<file path="config.mk">
export PLATFORM = sky130hd
export DESIGN_NAME = uart_bus_port
export DESIGN_NICKNAME = d
export VERILOG_FILES = /design/src/rtl/uart_bus_port.sv
export SDC_FILE = /design/constraint.sdc
export NUM_CORES = 1
export LEC_CHECK = 0
export ABC_CLOCK_PERIOD_IN_PS = 1800
export BUFFER_PORTS_ARGS = -buffer_cell sky130_fd_sc_hd__buf_2
export CAP_MARGIN = 20
export CORE_ASPECT_RATIO = 0.9
export CORE_UTILIZATION = 58
export CTS_BUF_LIST = sky130_fd_sc_hd__clkbuf_4 sky130_fd_sc_hd__clkbuf_8
export CTS_CLUSTER_SIZE = 14
export DETAILED_ROUTE_END_ITERATION = 12
export PLACE_DENSITY = 0.81
export RECOVER_POWER = 100
export SETUP_SLACK_MARGIN = 0.1
export SKIP_CTS_REPAIR_TIMING = 1
export SYNTH_ARGS = -nofsm -noshare
export SYNTH_HDL_FRONTEND = slang
export SYNTH_SLANG_ARGS = --single-unit
</file>
<file path="constraint.sdc">
create_clock -name clk -period 1.8 [get_ports clk]
set_input_delay 0.27 -clock clk [delete_from_list [all_inputs] [get_ports clk]]
set_output_delay 0.27 -clock clk [all_outputs]
set_load 0.03 [all_outputs]
</file>
<file path="src/rtl/uart_bus_port.sv">
// uart_bus_port: CPU-bus UART with one THR/shifter transmitter and a receiver feeding byte storage.
// Define UART_RX_FIFO_EN for 4-entry receive FIFO; otherwise a single holding register is used.
module uart_bus_port #(
   parameter int CLK_DIV = 16
) (
   input  logic        clk,
   input  logic        rst,
   input  logic        wrn,
   input  logic        rdn,
   input  logic [15:0] data_i,
   output logic [15:0] data_o,
   output logic        data_oe,
   output logic        data_ready,
   output logic        tbre,
   output logic        tsre,
   output logic        txd,
   input  logic        rxd,
   output logic        overrun
);
   localparam int CW = $clog2(CLK_DIV);
   localparam logic [CW-1:0] BIT_LAST = CW'(CLK_DIV - 1);
   localparam logic [CW-1:0] HALF_LAST = CW'(CLK_DIV / 2 - 1);
   typedef enum logic [1:0] {IDLE, START, DATA, STOP} state_t;
   state_t tx_state_q, tx_state_d, rx_state_q, rx_state_d;
   logic wrn_q, rdn_q, tbre_q, tbre_d, overrun_q, overrun_d;
   logic [7:0] thr_q, thr_d, tx_sh_q, tx_sh_d, rx_sh_q, rx_sh_d, head;
   logic [CW-1:0] tx_cnt_q, tx_cnt_d, rx_cnt_q, rx_cnt_d;
   logic [2:0] tx_bit_q, tx_bit_d, rx_bit_q, rx_bit_d, rx_sync_q;
   logic wr_commit, pop, rx_valid, full, push_ok;
   logic unused_hi;
   assign unused_hi = ^data_i[15:8];
   assign wr_commit = wrn & ~wrn_q;
   assign pop = rdn & ~rdn_q & data_ready;
   assign tbre = tbre_q;
   assign tsre = tx_state_q == IDLE;
   assign txd = tx_state_q == START ? 1'b0 : tx_state_q == DATA ? tx_sh_q[0] : 1'b1;
   assign overrun = overrun_q;
   assign data_oe = rst & ~rdn;
   assign data_o = data_oe ? {8'h00, head} : 16'h0000;
   assign push_ok = rx_valid & (~full | pop);
   assign overrun_d = overrun_q | (rx_valid & full & ~pop);
   // Transmit FSM: THR capture, shifter load and bit timing
   always_comb begin
      tx_state_d = tx_state_q;
      tx_cnt_d = tx_cnt_q;
      tx_bit_d = tx_bit_q;
      tx_sh_d = tx_sh_q;
      thr_d = thr_q;
      tbre_d = tbre_q;
      if (wr_commit && tbre_q) begin
         thr_d = data_i[7:0];
         tbre_d = 1'b0;
      end
      case (tx_state_q)
         IDLE: if (!tbre_q) begin
            tx_state_d = START;
            tx_sh_d = thr_q;
            tbre_d = 1'b1;
            tx_cnt_d = '0;
         end
         START: if (tx_cnt_q == BIT_LAST) begin
            tx_state_d = DATA;
            tx_cnt_d = '0;
            tx_bit_d = '0;
         end else tx_cnt_d = tx_cnt_q + 1'b1;
         DATA: if (tx_cnt_q == BIT_LAST) begin
            tx_cnt_d = '0;
            tx_sh_d = {1'b1, tx_sh_q[7:1]};
            tx_bit_d = tx_bit_q + 1'b1;
            if (tx_bit_q == 3'd7) tx_state_d = STOP;
         end else tx_cnt_d = tx_cnt_q + 1'b1;
         STOP: if (tx_cnt_q == BIT_LAST) begin
            tx_state_d = IDLE;
            tx_cnt_d = '0;
         end else tx_cnt_d = tx_cnt_q + 1'b1;
      endcase
   end
   // Receive FSM: start detection, mid-bit sampling and stop-bit validation
   always_comb begin
      rx_state_d = rx_state_q;
      rx_cnt_d = rx_cnt_q;
      rx_bit_d = rx_bit_q;
      rx_sh_d = rx_sh_q;
      rx_valid = 1'b0;
      case (rx_state_q)
         IDLE: if (!rx_sync_q[1] && rx_sync_q[2]) begin
            rx_state_d = START;
            rx_cnt_d = '0;
         end
         START: if (rx_cnt_q == HALF_LAST) begin
            rx_state_d = rx_sync_q[1] ? IDLE : DATA;
            rx_cnt_d = '0;
            rx_bit_d = '0;
         end else rx_cnt_d = rx_cnt_q + 1'b1;
         DATA: if (rx_cnt_q == BIT_LAST) begin
            rx_cnt_d = '0;
            rx_sh_d = {rx_sync_q[1], rx_sh_q[7:1]};
            rx_bit_d = rx_bit_q + 1'b1;
            if (rx_bit_q == 3'd7) rx_state_d = STOP;
         end else rx_cnt_d = rx_cnt_q + 1'b1;
         STOP: if (rx_cnt_q == BIT_LAST) begin
            rx_state_d = IDLE;
            rx_cnt_d = '0;
            rx_valid = rx_sync_q[1];
         end else rx_cnt_d = rx_cnt_q + 1'b1;
      endcase
   end
   // Shared state registers for bus strobes, transmitter and receiver
   always_ff @(posedge clk or negedge rst) begin
      if (!rst) begin
         wrn_q <= 1'b1;
         rdn_q <= 1'b1;
         rx_sync_q <= 3'b111;
         tx_state_q <= IDLE;
         rx_state_q <= IDLE;
         tx_cnt_q <= '0;
         rx_cnt_q <= '0;
         tx_bit_q <= '0;
         rx_bit_q <= '0;
         tx_sh_q <= '0;
         rx_sh_q <= '0;
         thr_q <= '0;
         tbre_q <= 1'b1;
         overrun_q <= 1'b0;
      end else begin
         wrn_q <= wrn;
         rdn_q <= rdn;
         rx_sync_q <= {rx_sync_q[1:0], rxd};
         tx_state_q <= tx_state_d;
         rx_state_q <= rx_state_d;
         tx_cnt_q <= tx_cnt_d;
         rx_cnt_q <= rx_cnt_d;
         tx_bit_q <= tx_bit_d;
         rx_bit_q <= rx_bit_d;
         tx_sh_q <= tx_sh_d;
         rx_sh_q <= rx_sh_d;
         thr_q <= thr_d;
         tbre_q <= tbre_d;
         overrun_q <= overrun_d;
      end
   end
`ifdef UART_RX_FIFO_EN
   logic [7:0] mem_q [4];
   logic [7:0] mem_d [4];
   logic [1:0] wp_q, wp_d, rp_q, rp_d;
   logic [2:0] fill_q, fill_d;
   assign full = fill_q == 3'd4;
   assign data_ready = fill_q != 3'd0;
   assign head = mem_q[rp_q];
   // FIFO next state: pop is applied before push so a full FIFO can accept on a read
   always_comb begin
      mem_d = mem_q;
      if (push_ok) mem_d[wp_q] = rx_sh_q;
      wp_d = push_ok ? wp_q + 2'd1 : wp_q;
      rp_d = pop ? rp_q + 2'd1 : rp_q;
      fill_d = fill_q + {2'b00, push_ok} - {2'b00, pop};
   end
   // FIFO storage registers
   always_ff @(posedge clk or negedge rst) begin
      if (!rst) begin
         mem_q <= '{default: 8'h00};
         wp_q <= '0;
         rp_q <= '0;
         fill_q <= '0;
      end else begin
         mem_q <= mem_d;
         wp_q <= wp_d;
         rp_q <= rp_d;
         fill_q <= fill_d;
      end
   end
`else
   logic [7:0] hold_q, hold_d;
   logic full_q, full_d;
   assign full = full_q;
   assign data_ready = full_q;
   assign head = hold_q;
   // Holding register next state: a simultaneous read and arrival keeps it full
   always_comb begin
      hold_d = push_ok ? rx_sh_q : hold_q;
      full_d = push_ok | (full_q & ~pop);
   end
   // Holding register storage
   always_ff @(posedge clk or negedge rst) begin
      if (!rst) begin
         hold_q <= '0;
         full_q <= 1'b0;
      end else begin
         hold_q <= hold_d;
         full_q <= full_d;
      end
   end
`endif
endmodule

</file>
Word level (Yosys, flattened, before mapping)
Index checks and enable logic that the tools add are counted.
{"block": "word_totals", "register_bits": 58, "wordCells": 110, "input_bits": 21, "output_inout_bits": 22}
{"block": "classes", "n_bitwise": 16, "n_mux": 37, "eq_ne": 21, "n_reduce_logical": 16, "add_sub_neg": 4}
{"operator": "8-bit two-way mux", "count": 3}
{"operator": "2-bit two-way mux", "count": 11}
{"operator": "4-bit two-way mux", "count": 5}
{"operator": "2-bit one-hot mux with 4 select lines", "count": 2}
{"operator": "8-bit one-hot mux with 2 select lines", "count": 1}
{"operator": "2-bit inequality test (second input constant)", "count": 7}
{"operator": "3-bit two-way mux", "count": 4}
{"operator": "3-bit one-hot mux with 2 select lines", "count": 2}
{"operator": "4-bit one-hot mux with 3 select lines", "count": 1}
{"operator": "5-bit AND reduction", "count": 2}
{"operator": "3-bit AND reduction", "count": 3}
{"operator": "4-bit by 1-bit adder with 4-bit output (second input constant)", "count": 2}
{"operator": "1-bit AND", "count": 8}
{"operator": "2-bit equality test (second input constant)", "count": 4}
{"operator": "4-bit equality test (second input constant)", "count": 2}
{"operator": "4-bit one-hot mux with 2 select lines", "count": 1}
{"operator": "1-bit two-way mux", "count": 7}
{"operator": "3-bit by 1-bit adder with 3-bit output (second input constant)", "count": 2}
{"operator": "3-bit equality test (second input constant)", "count": 2}
{"operator": "2-bit by 1-bit inequality test with 1-bit output (second input constant)", "count": 3}
{"operator": "2-bit nonzero test", "count": 3}
{"operator": "1-bit NOT", "count": 5}
{"operator": "2-bit by 1-bit equality test with 1-bit output (second input constant)", "count": 2}
{"operator": "4-bit by 3-bit equality test with 1-bit output (second input constant)", "count": 1}
{"operator": "other kinds (7)", "count": 11}

Logic depth before layout (Yosys ltp)
{"block": "logic_depth", "ltp_word": 6, "ltp_mapped": 8, "depth_no_buf": 6}

Worst setup path after synthesis
OpenSTA, ideal clock, no wires.
{"block": "synth_timing", "path_kind": "reg-to-reg", "from": "register tx_state_q[0]", "to": "register tx_sh_q[0]", "path_stages_with_launch": 9, "t_arrival_ns": 1.680, "setup_slack_ns": 0.042, "cell_sequence": "dfrtp_1 inv_1 ha_1 buf_2 nor2_1 a211oi_4 buf_6 nor2_1 a21oi_1"}
{"block": "synth_via", "elab_chain_len": 3, "word_cells_on_any_way": 7, "cone_classes": "eq/ne: 3; mux: 1; reduce/logical: 3"}
{"element": "start: declaration", "line_no": "24", "rtl": "state_t tx_state_q, tx_state_d, rx_state_q, rx_state_d;"}
{"element": "start signal: assignment", "line_no": "129", "rtl": "tx_state_q <= tx_state_d;"}
{"element": "2-bit logical NOT *"}
{"element": "named net tsre", "line_no": "15", "rtl": "output logic tsre,"}
{"element": "2-bit inequality test (no line) / 2-bit nonzero test (equally long branches)"}
{"element": "3-bit AND reduction (no line)"}
{"element": "end signal: assignment", "line_no": "135", "rtl": "tx_sh_q <= tx_sh_d;"}
{"element": "end: declaration", "line_no": "26", "rtl": "logic [7:0] thr_q, thr_d, tx_sh_q, tx_sh_d, rx_sh_q, rx_sh_d, head;"}
The timed path passes the listed nets; every way through them passes the cells marked *.
A chain may end at the register's enable or synchronous reset.

Worst setup path in the final report
{"block": "layout_timing", "from": "register tx_state_q[0]", "to": "output port txd"}
{"block": "layout_via", "elab_chain_len": 3, "word_cells_on_any_way": 4, "cone_classes": "eq/ne: 2; mux: 2"}
{"element": "2-bit equality test", "line_no": "36", "rtl": "assign txd = tx_state_q == START ? 1'b0 : tx_state_q == DATA ? tx_sh_q[0] : 1'b1;"}
{"element": "1-bit two-way mux", "line_no": "36"}
{"element": "1-bit two-way mux *", "line_no": "36"}
{"element": "end: declaration", "line_no": "16", "rtl": "output logic txd,"}
Mark *: on every way between the ends. The rest lies on a longest branch, timed or not.

==> impl_metrics.tcl <==
set metrics [dict create \
    outcome "finished clean" \
    clk_pin_slew_worst_paths_ns 0.06 \
    fin_crit_ns 1.69 \
    grt_use_total_pct 21.5 \
    critPathArrivalTime_ns 1.42 \
    p_seq_share_pct 44.8 \
    r2r_cells 6 \
    synth.distinct_cells 42 \
    hold_viol 0 \
    synthToLayoutAreaGrowth_pct 20.3 \
    fin_setup_tns_ns 0 \
    antenna_cells 0 \
    maxCapViolCount 0 \
    finalPower_mw 3.63 \
    stdcell_area_um2 3310 \
    clock_path_buffers 2 \
    antenna_found_initial 0 \
    layout-drive-gt1-share_pct 32.5 \
    ir_drop_v 0.000758 \
    place_congestion 0.813 \
    rsz0062_at_grt "true" \
    placed_area_um2 2950 \
    ys_seq_elements 58 \
    avgSynthCellArea_um2 11.6 \
    yosys.area.top_type "dfrtp_1" \
    hp-class "input port to flop" \
    drc 0 \
    vias 1904 \
    whs_path_depth 1 \
    clkPwrFrac_pct 38.3 \
    wl_um 4970 \
    port-buffer-count 26 \
    setup_viol 0 \
    fin_nets 316 \
    power_leakage_nw 1.61 \
    p_comb_share_pct 16.9 \
    cts_tree "built" \
    cts-root-buf "clkbuf_8" \
    fill_cells 320 \
    synth_area_leaders "dfrtp_1 47%, mux2_2 9.8%, dfstp_2 5.7%" \
    cts_sinks 58 \
    design.core.area_um2 4520 \
    wire_per_inst_um 14.1 \
    worstPathRequired_ns 1.53 \
    hold_path.startpoint "rxd" \
    final_core_util_pct 73.3 \
    fin_ws_ns 0.110 \
    max_clock_freq_mhz 592 \
    postRouteAntennaNets 0 \
    final.setup_skew_ns 0.00563 \
    slew_violations 0 \
    routed_via_density 5.42 \
    h-tree-depth 3 \
    first_pass_iters 4 \
    syn_inst 238 \
    pre_cts_ws_ns 0.0650 \
    cell_internal_pwr_mw 2.66 \
    num_io_pins 43 \
    die_w_um 74.6 \
    grt_pass1_wl_um 7800 \
    path_class "flop to output port" \
    p_switching_mw 0.961 \
    cp-start-kind "flop" \
    r2r_slack_ns 0.13 \
    setup.worst_path.end_class "output port" \
    ys.warnings.count 0 \
    synth-seq-area-share_pct 53.0 \
    regArea_um2 1460 \
    worstMarginPinSlew_ns 1.40 \
    powerDensity_nw_per_um2 1100 \
    synth_area_um2 2750 \
    slew_headroom_pct 6.52 \
    startpoint "tx_state_q[0]" \
    synth_top_area_share_pct 47.3 \
    dp_hpwl_um 3210 \
    fin_crit_sh_pct 93.9 \
    p_sw_share_pct 26.5 \
    start_util_pct 60.9 \
    reg2reg_from "rx_cnt_q[1]" \
    insertion_delay_ns 0.33 \
    initialDrtViolationCount 84 \
    grt_start_max_net_pins 59 \
    rows 23 \
    worstPathMaxFanout 3 \
    grt.overflow.total 0 \
    die_area_um2 5030 \
    multi_input_area_um2 1200 \
    numCtsBuffers 9 \
    die_h_um 67.4 \
    grt_pass1_vias 1730 \
]
-- worst max-delay path, cell delays in order (launching register included) --
cell and delay (ns):
dfrtp_1 0.40, buf_4 0.15, ha_1 0.24, a21oi_2 0.15
buf_6 0.15
-- power groups by stage --
stage / combinational, mW / sequential, mW / clock [mW]
3_3_place_gp: 0.549 / 1.64 / 0
5_1_grt: 0.689 / 1.64 / 1.48
3_5_place_dp: 0.572 / 1.64 / 0
6_report: 0.614 / 1.62 / 1.39
4_1_cts: 0.575 / 1.62 / 1.42
2_1_floorplan: 0.477 / 1.60 / 0
-- cell type report --
type | count | area share, %
clock buffers | 12 | 4.99
multi-input cells | 160 | 36.4
repair buffers | 47 | 9.15
clock inverters | 4 | 2.19
well taps | 62 | 2.34
flip-flops and latches | 58 | 44.1
inverters | 8 | 0.907
-- flip-flops by register name, summed over array words and instances, names as in the netlist, 2 cells and up, named ones only --
signal and cells:
head 8, rx_bit_q 3, rx_cnt_q 4, rx_sh_q 8, rx_sync_q 3, thr_q 8, tx_bit_q 3, tx_cnt_q 4
tx_sh_q 8, tx_state_q 2
-- synth_stat cells --
library cell / instances
buf_4: 9
o31ai_1: 1
a211oi_1: 2
dfrtp_1: 52
and4_4: 1
nor2_1: 18
o22ai_1: 2
clkbuf_2: 1
and3b_1: 1
nand3_1: 3
o21bai_1: 2
a211oi_4: 1
buf_6: 3
mux2i_1: 8
nand3b_1: 1
nand4b_1: 1
nand3_2: 2
conb_1: 1
and2_1: 9
clkbuf_1: 1
mux2_1: 1
nor2b_1: 3
dfstp_2: 6
a21oi_2: 1
nor2b_2: 1
buf_2: 5
a21oi_1: 16
a22oi_1: 1
a21o_1: 4
inv_1: 8
a32o_1: 2
o21ai_0: 17
nor3_1: 1
nand2b_1: 2
nand2_1: 9
a31oi_1: 1
o21a_1: 3
or3_1: 1
mux2_2: 24
and3_1: 1
o22a_1: 1
ha_1: 11
-- cell usage in the layout, fill, tap and decap left out, types with 3 or more instances in the layout --
| cell | n |
|---|---|
| dfrtp_1 | 52 |
| mux2_2 | 21 |
| nor2_1 | 18 |
| o21ai_0 | 17 |
| a21oi_1 | 15 |
| buf_4 | 14 |
| buf_2 | 13 |
| clkbuf_8 | 12 |
| clkbuf_1 | 10 |
| nand2_1 | 9 |
| ha_1 | 9 |
| mux2i_1 | 8 |
| conb_1 | 8 |
| inv_1 | 6 |
| and2_1 | 5 |
| a21o_1 | 4 |
| buf_6 | 4 |
| dfstp_2 | 4 |
| nor2b_1 | 3 |
| and2_0 | 3 |
| o21a_1 | 3 |
| nand3_1 | 3 |
| mux2_4 | 3 |
| clkbuf_2 | 3 |
-- metal layers --
metal  track usage [%]  vias up  share of wire, %  routed length [µm]
met5                 0        -                 0                   0
met4              6.37        0              0.79                  39
met3              9.10        6               4.1                 206
met2              33.0       42                47                2360
met1              28.0      945                48                2360
li1                  -      911                 -                   -
-- logic make-up (layout without fill, tap and decap cells) --
logic type                 after synthesis  after routing  share of synthesized area [%]
other                                    1              8                          0.136
and+or+nand+nor                         54             54                           10.4
DFF                                     58             58                           53.0
muxes                                   33             33                           13.1
buffers and inverters                   27             71                           6.00
adders and majority gates               11             11                           5.00
AOI/OAI and AO/OA                       54             54                           12.3
-- final timing paths --
kind                                     end
min in group asynchronous        tx_cnt_q[0]
worst max register to register       head[3]
max in group asynchronous        rx_cnt_q[2]
worst max-delay path                     txd
worst min register to register  rx_sync_q[1]
worst min-delay path            rx_sync_q[0]
-- through the flow --
stage | instances | hold WS, ns
floorplan | 245 | -0.0256
global placement | 325 | 0.349
detailed placement | 325 | 0.351
CTS | 341 | 0.0157
global route | 351 | 0.00928
finish | 351 | 0.0321
Power figures use the tool's default switching activity.
